==> config.mk <==
export PLATFORM = sky130hd
export DESIGN_NAME = vpg_mode_sequencer_flat
export DESIGN_NICKNAME = d
export VERILOG_FILES = /design/src/rtl/vpg_mode_sequencer_if.sv /design/src/rtl/vpg_mode_sequencer.sv /design/src/flat_wrapper.sv
export SDC_FILE = /design/constraint.sdc
export NUM_CORES = 1
export LEC_CHECK = 0
export ABC_AREA = 1
export BUFFER_PORTS_ARGS = -buffer_cell sky130_fd_sc_hd__buf_4
export CORE_ASPECT_RATIO = 2
export CORE_UTILIZATION = 37
export DETAILED_ROUTE_END_ITERATION = 6
export PLACE_DENSITY = 0.59
export SLEW_MARGIN = 20
export SYNTH_ARGS = -nofsm -noshare
export SYNTH_HDL_FRONTEND = slang
export SYNTH_SLANG_ARGS = --single-unit
==> constraint.sdc <==
create_clock -name clk -period 3 [get_ports clk]
set_input_delay 0.3 -clock clk [delete_from_list [all_inputs] [get_ports clk]]
set_output_delay 0.3 -clock clk [all_outputs]
set_load 0.1 [all_outputs]
==> src/rtl/vpg_mode_sequencer_if.sv <==
// Mode-select / lock handshake bundle between the operator side and the sequencer.
interface vpg_mode_sequencer_if;
  logic [3:0] mode_sel;
  logic       pll_locked;
  logic [3:0] mode;
  logic       mode_change;
  logic       vpg_reset;
  logic       busy;
  logic       lock_error;

  // Driver of the raw selection and lock indicator
  modport master (
    output mode_sel, pll_locked,
    input  mode, mode_change, vpg_reset, busy, lock_error
  );

  // Sequencer side
  modport slave (
    input  mode_sel, pll_locked,
    output mode, mode_change, vpg_reset, busy, lock_error
  );
endinterface

==> src/rtl/vpg_mode_sequencer.sv <==
// Debounces the operator mode selection, pulses mode_change to the PLL
// controller and holds the timing generator in reset until the PLL relocks.
module vpg_mode_sequencer #(
  parameter int unsigned DEBOUNCE_CYCLES = 65536,
  parameter int unsigned PULSE_CYCLES    = 4,
  parameter int unsigned SETTLE_CYCLES   = 4096,
  parameter int unsigned LOCK_STABLE     = 256,
  parameter int unsigned LOCK_TIMEOUT    = 1048576
) (
  input  logic                  clk,
  input  logic                  reset,
  vpg_mode_sequencer_if.slave   seq_if
);

  // One shared sequence counter serves DEBOUNCE, PULSE and SETTLE
  localparam int unsigned SEQ_MAX =
    (DEBOUNCE_CYCLES > PULSE_CYCLES) ?
      ((DEBOUNCE_CYCLES > SETTLE_CYCLES) ? DEBOUNCE_CYCLES : SETTLE_CYCLES) :
      ((PULSE_CYCLES > SETTLE_CYCLES) ? PULSE_CYCLES : SETTLE_CYCLES);
  localparam int unsigned CNT_W = $clog2(SEQ_MAX) + 1;
  localparam int unsigned STB_W = $clog2(LOCK_STABLE) + 1;
  localparam int unsigned TMO_W = $clog2(LOCK_TIMEOUT) + 1;

  localparam logic [CNT_W-1:0] DEB_LAST    = CNT_W'(DEBOUNCE_CYCLES - 1);
  localparam logic [CNT_W-1:0] PULSE_LAST  = CNT_W'(PULSE_CYCLES);
  localparam logic [CNT_W-1:0] SETTLE_LAST = CNT_W'(SETTLE_CYCLES - 1);
  localparam logic [STB_W-1:0] STB_LAST    = STB_W'(LOCK_STABLE - 1);
  localparam logic [TMO_W-1:0] TMO_LAST    = TMO_W'(LOCK_TIMEOUT - 1);

  typedef enum logic [2:0] {
    ST_IDLE,
    ST_DEBOUNCE,
    ST_PULSE,
    ST_SETTLE,
    ST_WAIT_LOCK
  } state_e;

  state_e           state_q;
  logic [3:0]       sel_meta_q;
  logic [3:0]       sel_s_q;
  logic             lock_meta_q;
  logic             lock_s_q;
  logic [3:0]       cand_q;
  logic [CNT_W-1:0] cnt_q;
  logic [STB_W-1:0] stable_q;
  logic [TMO_W-1:0] tmo_q;
  logic             init_q;
  logic [3:0]       mode_q;
  logic             mode_change_q;
  logic             vpg_reset_q;
  logic             busy_q;
  logic             lock_error_q;

  logic             cand_match_c;
  logic             stable_done_c;
  logic             tmo_done_c;

  assign cand_match_c  = (sel_s_q == cand_q);
  assign stable_done_c = lock_s_q && (stable_q == STB_LAST);
  assign tmo_done_c    = (tmo_q == TMO_LAST);

  // Two-flop synchronizers for the asynchronous switch and lock inputs
  always_ff @(posedge clk) begin
    if (reset) begin
      sel_meta_q  <= '0;
      sel_s_q     <= '0;
      lock_meta_q <= 1'b0;
      lock_s_q    <= 1'b0;
    end else begin
      sel_meta_q  <= seq_if.mode_sel;
      sel_s_q     <= sel_meta_q;
      lock_meta_q <= seq_if.pll_locked;
      lock_s_q    <= lock_meta_q;
    end
  end

  // Sequencer FSM with registered outputs
  always_ff @(posedge clk) begin
    if (reset) begin
      state_q       <= ST_DEBOUNCE;
      cand_q        <= '0;
      cnt_q         <= '0;
      stable_q      <= '0;
      tmo_q         <= '0;
      init_q        <= 1'b1;
      mode_q        <= '0;
      mode_change_q <= 1'b0;
      vpg_reset_q   <= 1'b1;
      busy_q        <= 1'b1;
      lock_error_q  <= 1'b0;
    end else begin
      case (state_q)
        ST_IDLE: begin
          // Lock loss while running takes priority over a pending selection
          if (!lock_s_q && !vpg_reset_q) begin
            vpg_reset_q <= 1'b1;
            stable_q    <= '0;
            tmo_q       <= '0;
            busy_q      <= 1'b1;
            state_q     <= ST_WAIT_LOCK;
          end else if (sel_s_q != mode_q) begin
            cand_q  <= sel_s_q;
            cnt_q   <= '0;
            busy_q  <= 1'b1;
            state_q <= ST_DEBOUNCE;
          end
        end

        ST_DEBOUNCE: begin
          if (!cand_match_c) begin
            cand_q <= sel_s_q;
            cnt_q  <= '0;
          end else if (cnt_q == DEB_LAST) begin
            cnt_q <= '0;
            if ((cand_q == mode_q) && !init_q) begin
              // Bounced back to the current mode: nothing to reprogram
              busy_q  <= 1'b0;
              state_q <= ST_IDLE;
            end else begin
              mode_q      <= cand_q;
              vpg_reset_q <= 1'b1;
              init_q      <= 1'b0;
              state_q     <= ST_PULSE;
            end
          end else begin
            cnt_q <= cnt_q + CNT_W'(1);
          end
        end

        ST_PULSE: begin
          // mode_change rises one edge after mode updates
          if (cnt_q == PULSE_LAST) begin
            mode_change_q <= 1'b0;
            cnt_q         <= '0;
            state_q       <= ST_SETTLE;
          end else begin
            mode_change_q <= 1'b1;
            cnt_q         <= cnt_q + CNT_W'(1);
          end
        end

        ST_SETTLE: begin
          if (cnt_q == SETTLE_LAST) begin
            cnt_q    <= '0;
            stable_q <= '0;
            tmo_q    <= '0;
            state_q  <= ST_WAIT_LOCK;
          end else begin
            cnt_q <= cnt_q + CNT_W'(1);
          end
        end

        ST_WAIT_LOCK: begin
          tmo_q    <= tmo_q + TMO_W'(1);
          stable_q <= lock_s_q ? (stable_q + STB_W'(1)) : '0;
          if (stable_done_c) begin
            vpg_reset_q  <= 1'b0;
            lock_error_q <= 1'b0;
            busy_q       <= 1'b0;
            state_q      <= ST_IDLE;
          end else if (tmo_done_c) begin
            // Leave vpg_reset asserted; the next accepted selection retries
            lock_error_q <= 1'b1;
            busy_q       <= 1'b0;
            state_q      <= ST_IDLE;
          end
        end

        default: begin
          busy_q  <= 1'b0;
          state_q <= ST_IDLE;
        end
      endcase
    end
  end

  assign seq_if.mode        = mode_q;
  assign seq_if.mode_change = mode_change_q;
  assign seq_if.vpg_reset   = vpg_reset_q;
  assign seq_if.busy        = busy_q;
  assign seq_if.lock_error  = lock_error_q;

endmodule

==> src/flat_wrapper.sv <==
// flat-port wrapper written by rule: the top's interface ports become plain ports
module vpg_mode_sequencer_flat 
#(
  parameter int unsigned DEBOUNCE_CYCLES = 65536,
  parameter int unsigned PULSE_CYCLES    = 4,
  parameter int unsigned SETTLE_CYCLES   = 4096,
  parameter int unsigned LOCK_STABLE     = 256,
  parameter int unsigned LOCK_TIMEOUT    = 1048576
)
  (clk, reset, seq_if_mode_sel, seq_if_pll_locked, seq_if_mode, seq_if_mode_change, seq_if_vpg_reset, seq_if_busy, seq_if_lock_error);
  vpg_mode_sequencer_if seq_if_i ();
  input  logic clk;
  input  logic reset;
  input wire logic [$bits(seq_if_i.mode_sel)-1:0] seq_if_mode_sel;
  input wire logic [$bits(seq_if_i.pll_locked)-1:0] seq_if_pll_locked;
  output wire logic [$bits(seq_if_i.mode)-1:0] seq_if_mode;
  output wire logic [$bits(seq_if_i.mode_change)-1:0] seq_if_mode_change;
  output wire logic [$bits(seq_if_i.vpg_reset)-1:0] seq_if_vpg_reset;
  output wire logic [$bits(seq_if_i.busy)-1:0] seq_if_busy;
  output wire logic [$bits(seq_if_i.lock_error)-1:0] seq_if_lock_error;
  assign seq_if_i.mode_sel = seq_if_mode_sel;
  assign seq_if_i.pll_locked = seq_if_pll_locked;
  assign seq_if_mode = seq_if_i.mode;
  assign seq_if_mode_change = seq_if_i.mode_change;
  assign seq_if_vpg_reset = seq_if_i.vpg_reset;
  assign seq_if_busy = seq_if_i.busy;
  assign seq_if_lock_error = seq_if_i.lock_error;
  vpg_mode_sequencer #(.DEBOUNCE_CYCLES(DEBOUNCE_CYCLES), .PULSE_CYCLES(PULSE_CYCLES), .SETTLE_CYCLES(SETTLE_CYCLES), .LOCK_STABLE(LOCK_STABLE), .LOCK_TIMEOUT(LOCK_TIMEOUT)) u_core (.clk(clk), .reset(reset), .seq_if(seq_if_i));
endmodule
==> summary.txt <==
Logic synthesis
  – YS warnings: 0
  – Yosys cell types: 36
  – Async SR Flop Fraction: 0%
  – Synth area leader: dfxtp_1
  – Post-Synth XOR/XNOR Area: 2.45%
  – Top cell type's share of synthesized area: 34.1%
  – Synth top area cells: dfxtp_1, nand2_1, nor2_1, inv_1, nand3_1
  – Seq cells post-synth: between 70 and 80
  – Syn Area/Cell: ~6.4 sq um
  – Top FF cell, synth: dfxtp_1
  – Synth Area in Compound Gates: 10.1%
  – Synthesized area: roughly 4300 sq um
  – Synth cell count leaders: nand2_1, nor2_1, inv_1
  – Post-Synth Adder-Cell Area: around 2%
  – Mux cell area share after synthesis: 0%
  – Seq/Total Area, Yosys: 34.1%
  – Net count after synthesis: roughly 680
  – Main combinational cell family by area after synthesis: simple AND/OR/NAND/NOR gates
  – EDFF count, synth: 0
  – Post-Synth Simple-Gate Area: between 40% and 50%
  – Most frequent cell after synthesis: nand2_1
  – Gate Count Post-Synth: 670

CTS
  – Longest Clk Path Bufs: 2
  – Post-CTS Setup Repair Bufs: 0
  – Worst-Skew Late Latency: ~0.34 ns
  – CTS tree: yes
  – Root buf cell: clkbuf_16
  – Post-cts sizing count: 0
  – Max H-tree Level: 3
  – Hold Buf Count CTS: 0
  – CTS Buf Count: 9
  – Reg clk slew, reported paths: 0.06 ns
  – Clock sink total: 73

Worst setup path
  – R2R Setup Slk: between 0.2 and 0.3 ns
  – Reg2Reg Launch Point: u_core.cnt_q[0]$_SDFFE_PP0P_
  – Crit path max-delay cell type: dfxtp_1
  – CP Class: register to register
  – Critical Path RT: 3.27 ns
  – Cell count of the worst reg-to-reg path: 12
  – Largest stage delay, worst path: approximately 0.40 ns
  – CP Capture Type: register
  – CP Launch Type: register
  – Crit-path max FO: 8
  – CP cell instances: ha_1, nand2_2, nor2_2, nand2_2, nor2_4, inv_1, nor4_1, ha_1, nand3_1, nor2_1, o21ai_0, a21oi_1
  – WP data arrival: ~3.0 ns
  – Worst R2R End: u_core.seq_if.mode[3]$_SDFFE_PP0P_

Power
  – Clock network power share: about a third
  – Seq pwr share: 33.4%
  – Internal power: ~0.0020 W
  – Max IR drop VDD: around 0.4 mV
  – Leak Pwr: approximately 2 nW
  – PD cells: about 690 nW/um^2
  – Power share of the combinational group: 33.2%
  – Net switching power: about 0.0013 W
  – Sw frac: between 30 and 40%

Routing
  – Via count: between 4000 and 5000
  – DR iter-0 viols: around 160
  – Post-route ant nets: 0
  – WL/cell: ~14 um
  – Pre-antenna DRT Iters: 4
  – DR DRC count: 0
  – Vias per inst: approximately 5.1
  – Final WL: 11200 um

Global routing
  – Initial antenna violation count: 0
  – Vias in the first global route: a little over 4000
  – GR Overflow Total: 0
  – Pin count of the biggest net entering global routing: 41
  – Total track usage: between 10% and 20%
  – First-pass GRT wire length: ~19000 um

STA
  – WHS: approximately 0.16 ns
  – Setup ws final: a little under 0.3 ns
  – Final Hold Viols: 0
  – RSZ-0062 raised after global routing: no
  – Tcrit/Tclk final: 90.4%
  – Relative slew slack: between 40% and 50%
  – Final setup viols: 0
  – Count of pins over their slew limit: 0
  – TNS Setup: 0 ns
  – Max Clock Freq: between 300 and 400 MHz
  – Worst-Margin Slew: between 0.8 and 0.9 ns
  – Setup Skew: 0.00573 ns
  – Minimum clock period: 2.71 ns

Place
  – Pre-CTS setup slack: between 0.2 and 0.3 ns
  – Post-detailed-placement half-perimeter wirelength: 8530 um
  – Placed insts: between 800 and 900
  – Port Buffer Count: 14
  – Routability cong.: approximately 0.97

Die
  – Initial Util: 37.9%
  – Top Ports: 15
  – # rows: 55
  – Die height: ~150 um
  – Die Area: around 12000 sq um
  – Core area: ~11000 sq um
  – DIE WIDTH: approximately 80 um

Min path
  – Min-delay src: seq_if_mode_sel[1]
  – WHS Endpoint: u_core.sel_meta_q[1]$_SDFF_PP0_
  – Hold Path Depth: 3
  – Min-Delay Path Class: input pin to register

Final layout
  – Post-Layout Cell Count: 828
  – Reg area: roughly 1500 sq um
  – Fill cells: 1232
  – Fin util: ~42%
  – Area growth from synthesis to layout: 11.9%
  – Antenna cells: 0
  – Area occupied by multi-input gates: around 2400 sq um
  – Share of layout cells above drive strength 1: a little over a tenth
  – Nets: 695

Job
  – Max Cap Viol: 0

Status
  – Status: finished, final reports clean
-- placed cells by master, fill, tap and decap left out, types with 4 or more instances in the layout --
master,count
clkbuf_16,9
nand3_1,62
nor2_2,5
nand2_1,167
buf_4,15
o21bai_1,4
nand2_2,7
ha_1,7
inv_2,8
nor3_1,7
nand4_1,22
o21a_1,4
dfxtp_1,73
xor2_1,9
o21ai_0,25
inv_1,92
a21oi_1,37
nor2_1,94
or2_2,7
o21ai_2,5
-- power groups by stage --
stage	Clock, W	Combinational, W	Sequential, W
floorplan	0	0.000856	0.00119
global placement	0	0.00109	0.00112
detailed placement	0	0.00110	0.00112
CTS	0.00113	0.00110	0.00110
global route	0.00116	0.00124	0.00111
finish	0.00110	0.00110	0.00110
-- per-stage QoR --
step,total power (W),instance area (sq um)
after CTS,0.00333,4790
final,0.00330,4790
after floorplan,0.00205,4280
after global placement,0.00221,4480
after detailed placement,0.00222,4480
after global routing,0.00351,4790
-- final cells by class --
class	count	area share [%]
inverter	100	7.84
multi-input combinational	482	49.2
clock buffer	10	4.99
timing repair buffer	15	2.35
tap	142	3.71
clock inverter	6	1.41
sequential	73	30.5
-- registers in the layout, summed over array words and instances, names as in the netlist, 3 cells and up --
register / flops
u_core.tmo_q: 21
u_core.cnt_q: 17
u_core.stable_q: 9
u_core.cand_q: 4
u_core.sel_meta_q: 4
u_core.sel_s_q: 4
u_core.seq_if.mode: 4
u_core.state_q: 3
-- cells by family (layout without fill, tap and decap cells) --
family                     Yosys count  count (layout)
AOI/OAI and AO/OA                   78              78
xor gates and xnor gates            12              12
adders and majority gates            7               7
buffers and inverters              115             131
DFF                                 73              73
and+or+nand+nor                    385             385
-- how the worst max path moves through the flow --
| stage | end | startpoint |
|---|---|---|
| after floorplan | u_core.cnt_q[13]$_SDFFE_PP0P_ | u_core.cnt_q[0]$_SDFFE_PP0P_ |
| after global placement | u_core.cnt_q[13]$_SDFFE_PP0P_ | u_core.cnt_q[0]$_SDFFE_PP0P_ |
| after detailed placement | u_core.cnt_q[13]$_SDFFE_PP0P_ | u_core.cnt_q[0]$_SDFFE_PP0P_ |
| after CTS | u_core.cnt_q[13]$_SDFFE_PP0P_ | u_core.cnt_q[0]$_SDFFE_PP0P_ |
| after global routing | u_core.cnt_q[13]$_SDFFE_PP0P_ | u_core.cnt_q[0]$_SDFFE_PP0P_ |
| final | u_core.seq_if.mode[3]$_SDFFE_PP0P_ | u_core.cnt_q[0]$_SDFFE_PP0P_ |
-- routing by layer --
layer | wire length (um) | up-vias | track usage, %
met5 | 0 | - | 0
met4 | 471 | 0 | 11.1
met3 | 239 | 33 | 3.26
met2 | 6340 | 74 | 39.7
met1 | 4200 | 1940 | 18.0
li1 | - | 2150 | -
-- worst max-delay path, delay by kind of cell, from the launching register on --
kind	cells	cell delay, ns
simple gates	7	1.27
fa+ha+maj	2	0.57
flops	1	0.40
compound gates	2	0.31
buf+inv	1	0.08
No activity file was read; power rests on OpenSTA's default activity.
